### src/rtl/gs_prefetch_buffer.sv
`timescale 1ns/1ps
// gs_prefetch_buffer
// Sequential instruction prefetcher sitting between the fetch stage and the
// instruction memory port. Keeps up to MAX_OUT requests in flight and buffers
// returned words in a DEPTH-entry FIFO. A redirect flushes the FIFO and marks
// every response still due (including an ungranted pending request) as stale.
//
// Ports:
//   clk_i, rst_ni            clock, asynchronous active-low reset
//   fetch_en_i               permits new memory requests
//   redirect_i/_addr_i       one-cycle flush + restart at new PC (bits [1:0] ignored)
//   valid_o/instr_o/pc_o/err_o  FIFO head; popped on valid_o & ready_i
//   instr_req_o/_addr_o      memory request (held stable until grant)
//   instr_gnt_i              request accepted
//   instr_rvalid_i/_rdata_i/_err_i  in-order memory response
//   busy_o                   requests outstanding or a request pending
module gs_prefetch_buffer #(
  parameter int unsigned     XLEN      = 32,
  parameter int unsigned     DEPTH     = 4,
  parameter int unsigned     MAX_OUT   = 2,
  parameter logic [XLEN-1:0] BOOT_ADDR = '0
) (
  input  logic            clk_i,
  input  logic            rst_ni,
  input  logic            fetch_en_i,
  input  logic            redirect_i,
  input  logic [XLEN-1:0] redirect_addr_i,
  output logic            valid_o,
  output logic [31:0]     instr_o,
  output logic [XLEN-1:0] pc_o,
  output logic            err_o,
  input  logic            ready_i,
  output logic            instr_req_o,
  output logic [XLEN-1:0] instr_addr_o,
  input  logic            instr_gnt_i,
  input  logic            instr_rvalid_i,
  input  logic [31:0]     instr_rdata_i,
  input  logic            instr_err_i,
  output logic            busy_o
);

  localparam int unsigned PW = $clog2(DEPTH);
  localparam int unsigned CW = $clog2(DEPTH + 1);
  localparam int unsigned OW = $clog2(MAX_OUT + 2);
  localparam int unsigned SW = CW + OW;

  typedef enum logic [1:0] {INITIAL, PENDING, FETCHING} pf_state_t;

  pf_state_t       state_q;
  logic            req_q;
  logic [XLEN-1:0] req_addr_q;

  logic [PW-1:0]   rd_ptr_q, rd_ptr_d, wr_ptr_q, wr_ptr_d;
  logic [CW-1:0]   fifo_cnt_q, fifo_cnt_d;
  logic [OW-1:0]   out_cnt_q, out_cnt_d, disc_cnt_q, disc_cnt_d;
  logic [XLEN-1:0] fetch_addr_q, fetch_addr_d, resp_pc_q, resp_pc_d;
  logic            halted_q, halted_d;
  logic            stale_q, stale_d;   // pending request predates the last redirect

  logic            grant, push, pop, issue_ok;
  logic [XLEN-1:0] redir_pc;

  logic [31:0]     instr_mem [DEPTH];
  logic [XLEN-1:0] pc_mem    [DEPTH];
  logic            err_mem   [DEPTH];

  assign redir_pc = redirect_addr_i & ~XLEN'(3);
  assign grant    = req_q & instr_gnt_i;
  // Redirect wins over a same-cycle push or pop: the FIFO is cleared anyway.
  assign push     = instr_rvalid_i & (disc_cnt_q == '0) & ~redirect_i;
  assign pop      = (fifo_cnt_q != '0) & ready_i & ~redirect_i;

  always_comb begin
    out_cnt_d    = out_cnt_q + OW'(grant) - OW'(instr_rvalid_i);
    rd_ptr_d     = rd_ptr_q + PW'(pop);
    wr_ptr_d     = wr_ptr_q + PW'(push);
    fifo_cnt_d   = fifo_cnt_q + CW'(push) - CW'(pop);
    disc_cnt_d   = disc_cnt_q;
    stale_d      = stale_q;
    fetch_addr_d = fetch_addr_q;
    resp_pc_d    = resp_pc_q;
    halted_d     = halted_q;

    if (instr_rvalid_i && disc_cnt_q != '0) disc_cnt_d = disc_cnt_q - OW'(1);
    if (grant) stale_d = 1'b0;
    // A stale request was already addressed before the redirect; it must not
    // advance the post-redirect fetch address.
    if (grant && !stale_q) fetch_addr_d = fetch_addr_q + XLEN'(4);
    if (push) resp_pc_d = resp_pc_q + XLEN'(4);
    if (push && instr_err_i) halted_d = 1'b1;

    if (redirect_i) begin
      rd_ptr_d     = '0;
      wr_ptr_d     = '0;
      fifo_cnt_d   = '0;
      // Everything still due is stale: in flight after this edge, plus a
      // pending request that was not granted this cycle.
      disc_cnt_d   = out_cnt_d + OW'(req_q & ~instr_gnt_i);
      stale_d      = req_q & ~instr_gnt_i;
      fetch_addr_d = redir_pc;
      resp_pc_d    = redir_pc;
      halted_d     = 1'b0;
    end

    // Evaluated on next-state values so that a request raised now can never
    // exceed MAX_OUT nor overflow the FIFO once granted and answered.
    issue_ok = fetch_en_i && !halted_d && (out_cnt_d < OW'(MAX_OUT)) &&
               ((SW'(fifo_cnt_d) + SW'(out_cnt_d)) < SW'(DEPTH));
  end

  // Request controller: request and address are registered outputs.
  always_ff @(posedge clk_i or negedge rst_ni) begin
    if (!rst_ni) begin
      state_q    <= INITIAL;
      req_q      <= 1'b0;
      req_addr_q <= BOOT_ADDR;
    end else begin
      case (state_q)
        INITIAL: begin
          if (issue_ok) begin
            state_q    <= PENDING;
            req_q      <= 1'b1;
            req_addr_q <= fetch_addr_d;
          end
        end
        PENDING: begin
          // Held until granted, regardless of fetch_en_i or redirects.
          if (instr_gnt_i) begin
            if (issue_ok) begin
              req_addr_q <= fetch_addr_d;
            end else begin
              state_q <= FETCHING;
              req_q   <= 1'b0;
            end
          end
        end
        FETCHING: begin
          if (issue_ok) begin
            state_q    <= PENDING;
            req_q      <= 1'b1;
            req_addr_q <= fetch_addr_d;
          end else if (out_cnt_d == '0) begin
            state_q <= INITIAL;
          end
        end
        default: begin
          state_q <= INITIAL;
          req_q   <= 1'b0;
        end
      endcase
    end
  end

  always_ff @(posedge clk_i or negedge rst_ni) begin
    if (!rst_ni) begin
      rd_ptr_q     <= '0;
      wr_ptr_q     <= '0;
      fifo_cnt_q   <= '0;
      out_cnt_q    <= '0;
      disc_cnt_q   <= '0;
      fetch_addr_q <= BOOT_ADDR;
      resp_pc_q    <= BOOT_ADDR;
      halted_q     <= 1'b0;
      stale_q      <= 1'b0;
    end else begin
      rd_ptr_q     <= rd_ptr_d;
      wr_ptr_q     <= wr_ptr_d;
      fifo_cnt_q   <= fifo_cnt_d;
      out_cnt_q    <= out_cnt_d;
      disc_cnt_q   <= disc_cnt_d;
      fetch_addr_q <= fetch_addr_d;
      resp_pc_q    <= resp_pc_d;
      halted_q     <= halted_d;
      stale_q      <= stale_d;
    end
  end

  // FIFO storage, one register set per entry.
  for (genvar gi = 0; gi < DEPTH; gi++) begin : g_entry
    logic [31:0]     instr_q;
    logic [XLEN-1:0] pc_q;
    logic            err_q;

    always_ff @(posedge clk_i or negedge rst_ni) begin
      if (!rst_ni) begin
        instr_q <= '0;
        pc_q    <= '0;
        err_q   <= 1'b0;
      end else if (push && wr_ptr_q == PW'(gi)) begin
        instr_q <= instr_rdata_i;
        pc_q    <= resp_pc_q;
        err_q   <= instr_err_i;
      end
    end

    assign instr_mem[gi] = instr_q;
    assign pc_mem[gi]    = pc_q;
    assign err_mem[gi]   = err_q;
  end

  assign valid_o      = (fifo_cnt_q != '0);
  assign instr_o      = valid_o ? instr_mem[rd_ptr_q] : '0;
  assign pc_o         = valid_o ? pc_mem[rd_ptr_q] : '0;
  assign err_o        = valid_o & err_mem[rd_ptr_q];
  assign instr_req_o  = req_q;
  assign instr_addr_o = req_addr_q;
  assign busy_o       = (out_cnt_q != '0) | req_q;

endmodule

### config.mk
export PLATFORM = sky130hd
export DESIGN_NAME = gs_prefetch_buffer
export DESIGN_NICKNAME = d
export VERILOG_FILES = /design/src/rtl/gs_prefetch_buffer.sv
export SDC_FILE = /design/constraint.sdc
export NUM_CORES = 1
export LEC_CHECK = 0
export ABC_AREA = 1
export CAP_MARGIN = 20
export CORE_UTILIZATION = 55
export DETAILED_ROUTE_END_ITERATION = 12
export GPL_ROUTABILITY_DRIVEN = 0
export PLACE_DENSITY = 0.77
export SKIP_CTS_REPAIR_TIMING = 1
export SLEW_MARGIN = 20
export SYNTH_ARGS = -nofsm -noshare
export SYNTH_HDL_FRONTEND = slang
export SYNTH_SLANG_ARGS = --single-unit
export TNS_END_PERCENT = 100
### constraint.sdc
create_clock -name clk_i -period 9.7 [get_ports clk_i]
set_input_delay 1.455 -clock clk_i [delete_from_list [all_inputs] [get_ports clk_i]]
set_output_delay 1.455 -clock clk_i [all_outputs]
set_load 0.005 [all_outputs]
Yosys cells after proc, flatten, opt, wreduce, memory -nomap -nowiden
Index checks and enable logic that the tools add are counted.
{"block": "totals", "reg_bits": 372, "output_inout_bits": 100}
{"block": "op_classes", "n_addsub": 11, "n_lt_le_gt_ge": 3, "eq_ne": 10, "muxes": 37, "bitwise": 13, "reduce_logical": 27}
{"op": "$mux 32", "count": 12}
{"op": "$bmux 32 s2", "count": 2}
{"op": "$add 32x3->32 const B", "count": 2}
{"op": "$pmux 32 s2", "count": 1}
{"op": "$mux 2", "count": 9}
{"op": "$reduce_bool 2->1", "count": 6}
{"op": "$logic_and 1x1->1", "count": 10}
{"op": "$mux 1", "count": 9}
{"op": "$logic_not 2->1", "count": 4}
{"op": "$and 1x1->1", "count": 7}
{"op": "$add 2x1->2", "count": 3}
{"op": "$eq 2x2->1 const B", "count": 3}
{"op": "$ne 2x2->1 const B", "count": 3}
{"op": "$pmux 2 s3", "count": 1}
{"op": "$add 3x2->4", "count": 1}
{"op": "$eq 2x1->1 const B", "count": 2}
{"op": "$lt 4x3->1 const B", "count": 1}
{"op": "$reduce_and 4->1", "count": 1}
{"op": "$add 3x1->3", "count": 1}
{"op": "$ge 3x3->1 const B", "count": 1}
{"op": "$mux 3", "count": 1}
{"op": "$ne 3x3->1 const B", "count": 1}
{"op": "$not 2->3", "count": 1}
{"op": "$reduce_and 3->1", "count": 1}
{"op": "16 further kinds", "count": 18}

Depth between registers and ports, before layout
Gate-level depths: netlist of run 1.
{"block": "depth", "word_depth": 13, "mapped_depth": 23, "depth_no_buf": 20}

Worst setup path after synthesis of run 1
OpenSTA, ideal clock, no wires.
{"block": "synth_path", "kind": "input to register", "start": "in redirect_i", "end": "reg req_addr_q[14], in the netlist instr_addr_o[14]", "t_arrival_ps": 4487, "required_time_ps": 9584, "setup_slack_ps": 5096, "cell_stages": 23, "path_cell_list": "buf_2 inv_1 buf_2 buf_2 buf_2 nand2_1 nor2_1 ha_1 inv_1 ha_1 fa_1 inv_1 nor2_1 ha_1 nand3_1 nand2_1 nor2_1 nand3_2 nor2_4 inv_4 buf_6 nand2_1 nand2_1"}
{"item": "from (decl)", "line_no": "26", "source": "input logic redirect_i,"}
{"item": "$not 1->1", "line_no": "70, 71"}
{"item": "$and 1x1->1", "line_no": "70", "source": "assign push = instr_rvalid_i & (disc_cnt_q == '0) & ~redirect_i;"}
{"item": "$add 3x1->3", "line_no": "77", "source": "fifo_cnt_d = fifo_cnt_q + CW'(push) - CW'(pop);"}
{"item": "$sub 3x1->3", "line_no": "77"}
{"item": "$mux 3 (*)", "line_no": "92", "source": "if (redirect_i) begin"}
{"item": "via fifo_cnt_d[1]", "line_no": "54", "source": "logic [CW-1:0] fifo_cnt_q, fifo_cnt_d;"}
{"item": "$add 3x2->4 (*)", "line_no": "108", "source": "((SW'(fifo_cnt_d) + SW'(out_cnt_d)) < SW'(DEPTH));"}
{"item": "$lt 4x3->1 (*)", "line_no": "108"}
{"item": "$logic_and 1x1->1 (*)", "line_no": "107", "source": "issue_ok = fetch_en_i && !halted_d && (out_cnt_d < OW'(MAX_OUT)) &&"}
{"item": "$mux 32 (*)", "line_no": "120, 129, 138"}
{"item": "$mux 32", "line_no": "128", "source": "if (instr_gnt_i) begin"}
{"item": "$pmux 32 s2 (*)", "line_no": "118", "source": "case (state_q)"}
{"item": "to (signal assigned)", "line_no": "123", "source": "req_addr_q <= fetch_addr_d;"}
{"item": "to (signal assigned)", "line_no": "130", "source": "req_addr_q <= fetch_addr_d;"}
{"item": "to (signal assigned)", "line_no": "141", "source": "req_addr_q <= fetch_addr_d;"}
{"item": "to (decl)", "line_no": "51", "source": "logic [XLEN-1:0] req_addr_q;"}
The timed path passes the listed nets; every way through them passes the cells marked *. The select of a mux whose other input is x is not followed.
A chain may end at the register's enable or synchronous reset.

Final worst setup path of run 1
{"block": "layout_path", "start": "in instr_rvalid_i", "end": "reg req_addr_q[12], in the netlist instr_addr_o[12]"}
{"item": "from (decl)", "line_no": "36", "source": "input logic instr_rvalid_i,"}
{"item": "$and 1x1->1 (*) (2 in a row)", "line_no": "70"}
{"item": "$add 3x1->3 (*)", "line_no": "77"}
{"item": "$sub 3x1->3 (*)", "line_no": "77"}
{"item": "$mux 3 (*)", "line_no": "92"}
{"item": "via fifo_cnt_d[1]", "line_no": "54"}
{"item": "$add 3x2->4 (*)", "line_no": "108"}
{"item": "$lt 4x3->1 (*)", "line_no": "108"}
{"item": "$logic_and 1x1->1 (*)", "line_no": "107"}
{"item": "$mux 32 (*)"}
{"item": "$mux 32"}
{"item": "$pmux 32 s2 (*)"}
Marks and branches as above.

==> summary.txt, run 1 <==
Cells and area
  – Final Non-Filler Cells: 2691
  – Fin area: 20240 µm²
  – Share of cells above drive strength 1: 5.272%
  – Synthesis-to-finish area growth: 17.57%
  – Fillcell total: 2585
  – Final net count: 2355
  – Commonest cells after routing, fill and taps aside: nand2_1 (535), o21ai_0 (397), dfrtp_1 (360)
  – Antenna diode count: 0
  – Most common cell after layout, fill and taps aside: nand2_1

Critical path
  – CP Buf/Inv Count: 6
  – Highest-delay cell along the critical path: nor2_2
  – WP data required: 10.11 ns
  – Worst EP arrival: 6.07 ns
  – Crit. End Element: register
  – CP peak stage delay: 0.74 ns
  – Cell family with most CP delay: simple AND/OR/NAND/NOR gates
  – Worst Setup SP: instr_rvalid_i
  – Critical Path Source Type: input port
  – Worst r2r src: disc_cnt_q[0]
  – Kind of critical path: input port to register
  – Crit path max fanout: 33
  – Cells along the critical path: clkdlybuf4s50_1, nand2_2, nor2_2, inv_1, ha_1, inv_1, ha_1, fa_1, inv_1, nor2_1, ha_1, nand3_1, nand2_1, nor2_1, nand3_2, nor2_4, buf_4, inv_4, nand2_1, nand2_1

Hold path
  – Hold path start: instr_addr_o[8]
  – Hold Path Class: register to register

Power and ir drop
  – Peak VDD IR: 195.7 µV
  – PD cells: 256.3 nW/µm²
  – Leakage: 9.344 nW

Clocking
  – # clock sinks: 362
  – Htree depth: 2
  – CTS Buf Count: 39
  – CTS clk-pin slew, worst paths: 0.05 ns
  – Clock Tree Root: clkbuf_16
  – Clk_lat worst skew: 0.53 ns
  – CTS tree: yes
  – Clk buf depth: 3

Floorplanning
  – Die footprint: 32020 µm²
  – Die Wd: 178.9 µm
  – Starting density of the core: 56.14%
  – FP Rows: 64
  – IO Pins: 172
  – Die Span Y: 178.9 µm
  – Core area: 30670 µm²

Global route
  – Vias in the first global route: 14280
  – First-pass GRT wire length: 71390 µm
  – Total GRT Usage: 27.92%
  – Gr ovfl total: 0
  – Pin count of the biggest net entering global routing: 168
  – Antenna violations before repair: 0

STA
  – Final Critical Period: 5.664 ns
  – Pins Over Slew Limit: 0
  – # setup viols final: 0
  – Worst slew margin: 23.90%
  – Setup TNS Final: 0 ns
  – Final period utilization: 58.39%
  – Fin Clk Skew: 0.01423 ns
  – RSZ-0062 raised after global routing: false
  – Final Hold Vio Count: 0
  – Achievable clock frequency: 176.6 MHz
  – Worst slew pin tran: 1.141 ns
  – Hold slack: 0.4736 ns

Routing
  – DRT Pass-1 Iters: 5
  – Vias per inst: 5.557
  – ANT nets after route: 0
  – Routed len/inst: 16.24 µm
  – Drt initial violations: 1428
  – Via count: 14950
  – Routed WL: 43690 µm
  – DR DRC count: 0

Placed design
  – Port Buf Inserts: 167
  – Dpl cell area: 19020 µm²
  – Placed cells: 2626
  – Final HPWL DP: 26220 µm

Synthesis
  – Synthesized cell area: 17220 µm²
  – Post-synth EDFFs: 0
  – Cell variety after synth: 47
  – Syn avg cell area: 7.934 µm²
  – Post-synth top area share: 52.61%
  – Synth warn: 0
  – Post-synthesis cell count: 2170
  – Asr flop ratio synth: 100.0%
  – Area leader, netlist: dfrtp_1
  – Synth area leaders: dfrtp_1 (53%), nand2_1 (12%), o21ai_0 (12%)
  – Synth Flop Type: dfrtp_1
  – Flops & latches, synth: 362
  – Sequential-to-total area share from yosys stat: 52.61%

Outcome
  – Run status: completed

Job
  – Number of max-cap violations: 0
power by group:
group | switching [mW] | internal [mW] | total [mW]
registers | 0.220 | 1.86 | 2.08
clock network | 0.586 | 0.836 | 1.42
logic | 0.960 | 0.729 | 1.69
total | 1.77 | 3.42 | 5.19
Yosys cell counts, types with 3 or more instances:
| master | instances |
|---|---|
| ha_1 | 11 |
| nand2_2 | 7 |
| a21oi_1 | 81 |
| o21ai_1 | 15 |
| nand2_1 | 537 |
| clkbuf_1 | 76 |
| nand3_1 | 51 |
| buf_2 | 30 |
| o221ai_1 | 7 |
| buf_4 | 5 |
| a22oi_1 | 3 |
| xnor2_1 | 4 |
| o21ai_0 | 397 |
| inv_2 | 4 |
| buf_6 | 3 |
| nand3_2 | 5 |
| nor3_1 | 14 |
| o31ai_1 | 3 |
| nor2_4 | 4 |
| nor2_2 | 8 |
| buf_1 | 8 |
| nand3b_1 | 3 |
| xor2_1 | 12 |
| o21bai_1 | 6 |
| inv_1 | 145 |
| dfrtp_1 | 362 |
| o211ai_1 | 7 |
| nand4_1 | 20 |
| nor2_1 | 318 |
logic make-up after synthesis:
logic type,share of synthesized area (%)
buf+inv,6.438
xor+xnor,0.8139
fa+ha+maj,0.9156
simple gates,23.22
flops,52.61
other cells,0.02178
compound gates,15.98
sequential cells by signal, summed over array words and instances, names as in the netlist:
signal and count:
g_entry.instr_q 128, g_entry.pc_q 120, fetch_addr_q 32, instr_addr_o 32, resp_pc_q 30, g_entry.err_q 4
fifo_cnt_q 3, disc_cnt_q 2, out_cnt_q 2, rd_ptr_q 2, state_q 2, wr_ptr_q 2
halted_q 1, instr_req_o 1, stale_q 1
path summary, 6_finish.rpt:
check                      depth (start not counted)                    end  slack [ns]
setup / recovery                                  20       instr_addr_o[12]        4.04
max in group asynchronous                          2           resp_pc_q[5]        7.12
hold reg to reg                                    2        instr_addr_o[8]        0.47
min in group asynchronous                          1  g_entry[1].instr_q[5]        0.97
setup reg to reg                                  21       instr_addr_o[12]        4.92
hold / removal                                     2        instr_addr_o[8]        0.47
worst reg2reg max path, stage by stage (launching register included):
cell,delay [ns]
dfrtp_1,0.39
inv_1,0.06
ha_1,0.17
nand2_2,0.14
nor2_2,0.74
inv_1,0.36
ha_1,0.38
inv_1,0.03
ha_1,0.18
fa_1,0.49
inv_1,0.04
nor2_1,0.13
ha_1,0.25
nand3_1,0.08
nand2_1,0.05
nor2_1,0.14
nand3_2,0.17
nor2_4,0.11
buf_4,0.33
inv_4,0.23
nand2_1,0.13
nand2_1,0.06
per-stage QoR:
step           setup slack (ns)  util [%]  total power, mW
2_1_floorplan             5.096         -            3.027
3_3_place_gp              3.593     62.02            3.719
3_5_place_dp              3.505     62.02            3.776
4_1_cts                   4.026     65.99            5.221
5_1_grt                   3.732     66.00            5.533
6_report                  4.036     66.00            5.187
routing by layer:
layer,share of wire (%),vias to the layer above,routed length [µm],track usage (%)
li1,-,7206,-,-
met1,44,7121,19160,38.64
met2,47,549,20510,45.66
met3,6.6,77,2905,3.626
met4,2.6,0,1116,8.863
met5,0,-,0,0
final cells by class:
type	instances	area (µm²)	share of cell area, %
timing repair buffer	181	1793	8.857
clock buffer	57	1135	5.606
sequential	362	9064	44.77
multi-input combinational	1536	7102	35.08
clock inverter	8	82.58	0.4079
inverter	151	571.8	2.825
tap	396	495.5	2.448
No activity file was read; power rests on OpenSTA's default activity.
==> run 2, diff against run 1 <==
--- a/config.mk
+++ b/config.mk
@@ -7,7 +7,7 @@
 export LEC_CHECK = 0
 export ABC_AREA = 1
 export CAP_MARGIN = 20
-export CORE_UTILIZATION = 55
+export CORE_UTILIZATION = 52
 export DETAILED_ROUTE_END_ITERATION = 12
 export GPL_ROUTABILITY_DRIVEN = 0
 export PLACE_DENSITY = 0.77
==> constraint.sdc (replaced) <==
create_clock -name clk_i -period 5.1 [get_ports clk_i]
set_input_delay 0.765 -clock clk_i [delete_from_list [all_inputs] [get_ports clk_i]]
set_output_delay 0.765 -clock clk_i [all_outputs]
set_load 0.005 [all_outputs]
==> summary.txt, run 2 (synthesis gave the netlist of run 1 again) <==
Outcome
  – Run status: completed

STA
  – Worst slew pin tran: 0.9218 ns (-0.2196 ns)
  – Setup WS post-layout: 0.9741 ns (-3.062 ns)
  – Final Critical Period: 4.126 ns
  – Final Hold Vio Count: 0 (unchanged)
  – Final period utilization: 80.90%
  – Achievable clock frequency: 242.4 MHz
  – Pins Over Slew Limit: 0 (unchanged)
  – Fin Clk Skew: 0.01388 ns (-0.0003441 ns)
  – # setup viols final: 0 (unchanged)
  – Worst slew margin: 38.54% (+15 points)
  – RSZ-0062 raised after global routing: false
  – Setup TNS Final: 0 ns (unchanged)

Routing
  – DR DRC count: 0 (unchanged)
  – Routed len/inst: 16.11 µm (-0.76%)
  – ANT nets after route: 0 (unchanged)
  – DRT Pass-1 Iters: 5 (unchanged)
  – Routed WL: 44280 µm (+1.3%)
  – Vias per inst: 5.459 (-1.8%)
  – Via count: 15000 (+0.33%)
  – Drt initial violations: 1355 (-5.1%)

Power and ir drop
  – Clk pwr share: 28.2% (+0.8 points)
  – Int Power: 6.613 mW (+93%)
  – Sw power: 3.385 mW (+92%)
  – Sw Ratio: 33.85% (-0.20 points)
  – Leakage: 9.414 nW (+0.75%)
  – Design Power: 9.998 mW (+93%)
  – PD cells: 489.1 nW/µm² (+91%)
  – Peak VDD IR: 311.8 µV (+59%)
  – Part of the power in registers: 39.5% (-0.5 points)
  – Logic pwr share: 32.3% (-0.3 points)

Critical path
  – R2R Path End: instr_addr_o[23]
  – Worst EP arrival: 3.36 ns (-2.71 ns)
  – WP data required: 4.34 ns (-5.77 ns)
  – Crit path max fanout: 56 (+70%)
  – Worst r2r src: disc_cnt_q[0]
  – R2R setup slack: 1.37 ns (-3.55 ns)
  – Kind of critical path: register to primary output
  – Crit. End Element: primary output
  – R2r worst-path depth: 20 (-4.8%)
  – Critical Path Source Type: register

Clocking
  – CTS Buf Count: 39 (unchanged)
  – # clock sinks: 362 (unchanged)
  – Clk_lat worst skew: 0.53 ns (about the same)
  – CTS clk-pin slew, worst paths: 0.06 ns (about the same)
  – Clk buf depth: 3 (unchanged)
  – Clock Tree Root: clkbuf_16
  – Htree depth: 2 (unchanged)
  – CTS tree: yes

Cells and area
  – Antenna diode count: 0 (unchanged)
  – Commonest cells after routing, fill and taps aside: nand2_1 (535), o21ai_0 (397), dfrtp_1 (360)
  – Fillcell total: 2791 (+8.0%)
  – Storage cell area: 9064 µm² (unchanged)
  – Top flop regs: g_entry.instr_q x128, g_entry.pc_q x120
  – Final net count: 2361 (+0.25%)
  – Largest Register: g_entry.instr_q
  – Share of cells above drive strength 1: 5.681% (+0.41 points)
  – Most common cell after layout, fill and taps aside: nand2_1
  – Synthesis-to-finish area growth: 18.73%
  – Max FFs per register: 128 (unchanged)
  – Footprint of the multi-input gates: 7102 µm² (unchanged)

Floorplanning
  – Die Wd: 184.0 µm (+2.8%)
  – IO Pins: 172 (unchanged)
  – Die footprint: 33840 µm² (+5.7%)
  – Starting density of the core: 52.92% (-3.2 points)
  – FP Rows: 66 (+3.1%)
  – Core area: 32540 µm² (+6.1%)
  – Die Span Y: 184.0 µm (+2.8%)

Hold path
  – Hold Path Class: input port to asynchronous set/reset pin

Global route
  – Gr ovfl total: 0 (unchanged)
  – Antenna violations before repair: 0 (unchanged)
  – Total GRT Usage: 26.69% (-1.2 points)
  – Vias in the first global route: 14340 (+0.41%)
  – First-pass GRT wire length: 72680 µm (+1.8%)
  – Pin count of the biggest net entering global routing: 136 (-19%)

Placed design
  – Port Buf Inserts: 167 (unchanged)
  – Final HPWL DP: 26960 µm (+2.8%)
  – Post-Place Worst Slack: 0.6728 ns (-2.832 ns)

Job
  – Number of max-cap violations: 0 (unchanged)
run 2: cell count changes in the layout (fill, tap and decap cells not counted), sizes merged:
cell      change
buf           +6
bufinv        +1
clkbuf        +3
clkinv        +1
clkinvlp      +1
inv           -1
run 2: cell type report:
cell class	count	area share, %
Tap cell	442	2.705
Clock inverter	10	0.5141
Timing Repair Buffer	187	9.150
Multi-Input combinational cell	1536	34.74
Sequential cell	362	44.34
Inverter	151	2.797
Clock buffer	60	5.759
run 2: critical path, stage by stage, from the launching register on:
cell and delay [ns]:
dfrtp_4 0.62, inv_2 0.72, buf_4 0.47, o21ai_0 0.15, a21oi_1 0.27, clkdlybuf4s50_1 0.55
run 2: per-layer routing:
layer,routed length (µm),vias to the layer above,GRT usage [%]
met3,2846,67,3.506
met2,20550,550,43.38
met1,19810,7165,37.22
li1,-,7220,-
met5,0,-,0
met4,1075,0,8.300
run 2: through the flow:
step	std cells	utilization, %	area (µm²)	hold WS [ns]
2_1_floorplan	2171	-	17220	0.4478
3_3_place_gp	2677	58.79	19130	0.4601
3_5_place_dp	2677	58.79	19130	0.4643
4_1_cts	2747	62.74	20410	0.4317
5_1_grt	2748	62.83	20440	0.1726
6_report	2748	62.83	20440	0.1562
run 2: worst max path at each step:
stage	start	endpoint	slack, ns	cells after the start
finish	rd_ptr_q[0]	pc_o[6]	0.97	5
global route	rd_ptr_q[0]	pc_o[6]	0.78	5
CTS	rd_ptr_q[0]	pc_o[21]	0.89	6
detailed placement	instr_rvalid_i	instr_addr_o[13]	0.67	19
global placement	instr_rvalid_i	instr_addr_o[9]	0.76	19
floorplan	redirect_i	instr_addr_o[14]	1.19	23
run 2: power by group through the flow:
stage | Clock, mW | Combinational [mW] | Sequential [mW]
2_1_floorplan | 0 | 1.88 | 3.87
3_3_place_gp | 0 | 3.14 | 3.96
3_5_place_dp | 0 | 3.22 | 3.97
4_1_cts | 2.86 | 3.25 | 3.94
5_1_grt | 2.99 | 3.64 | 4.03
6_report | 2.82 | 3.23 | 3.95
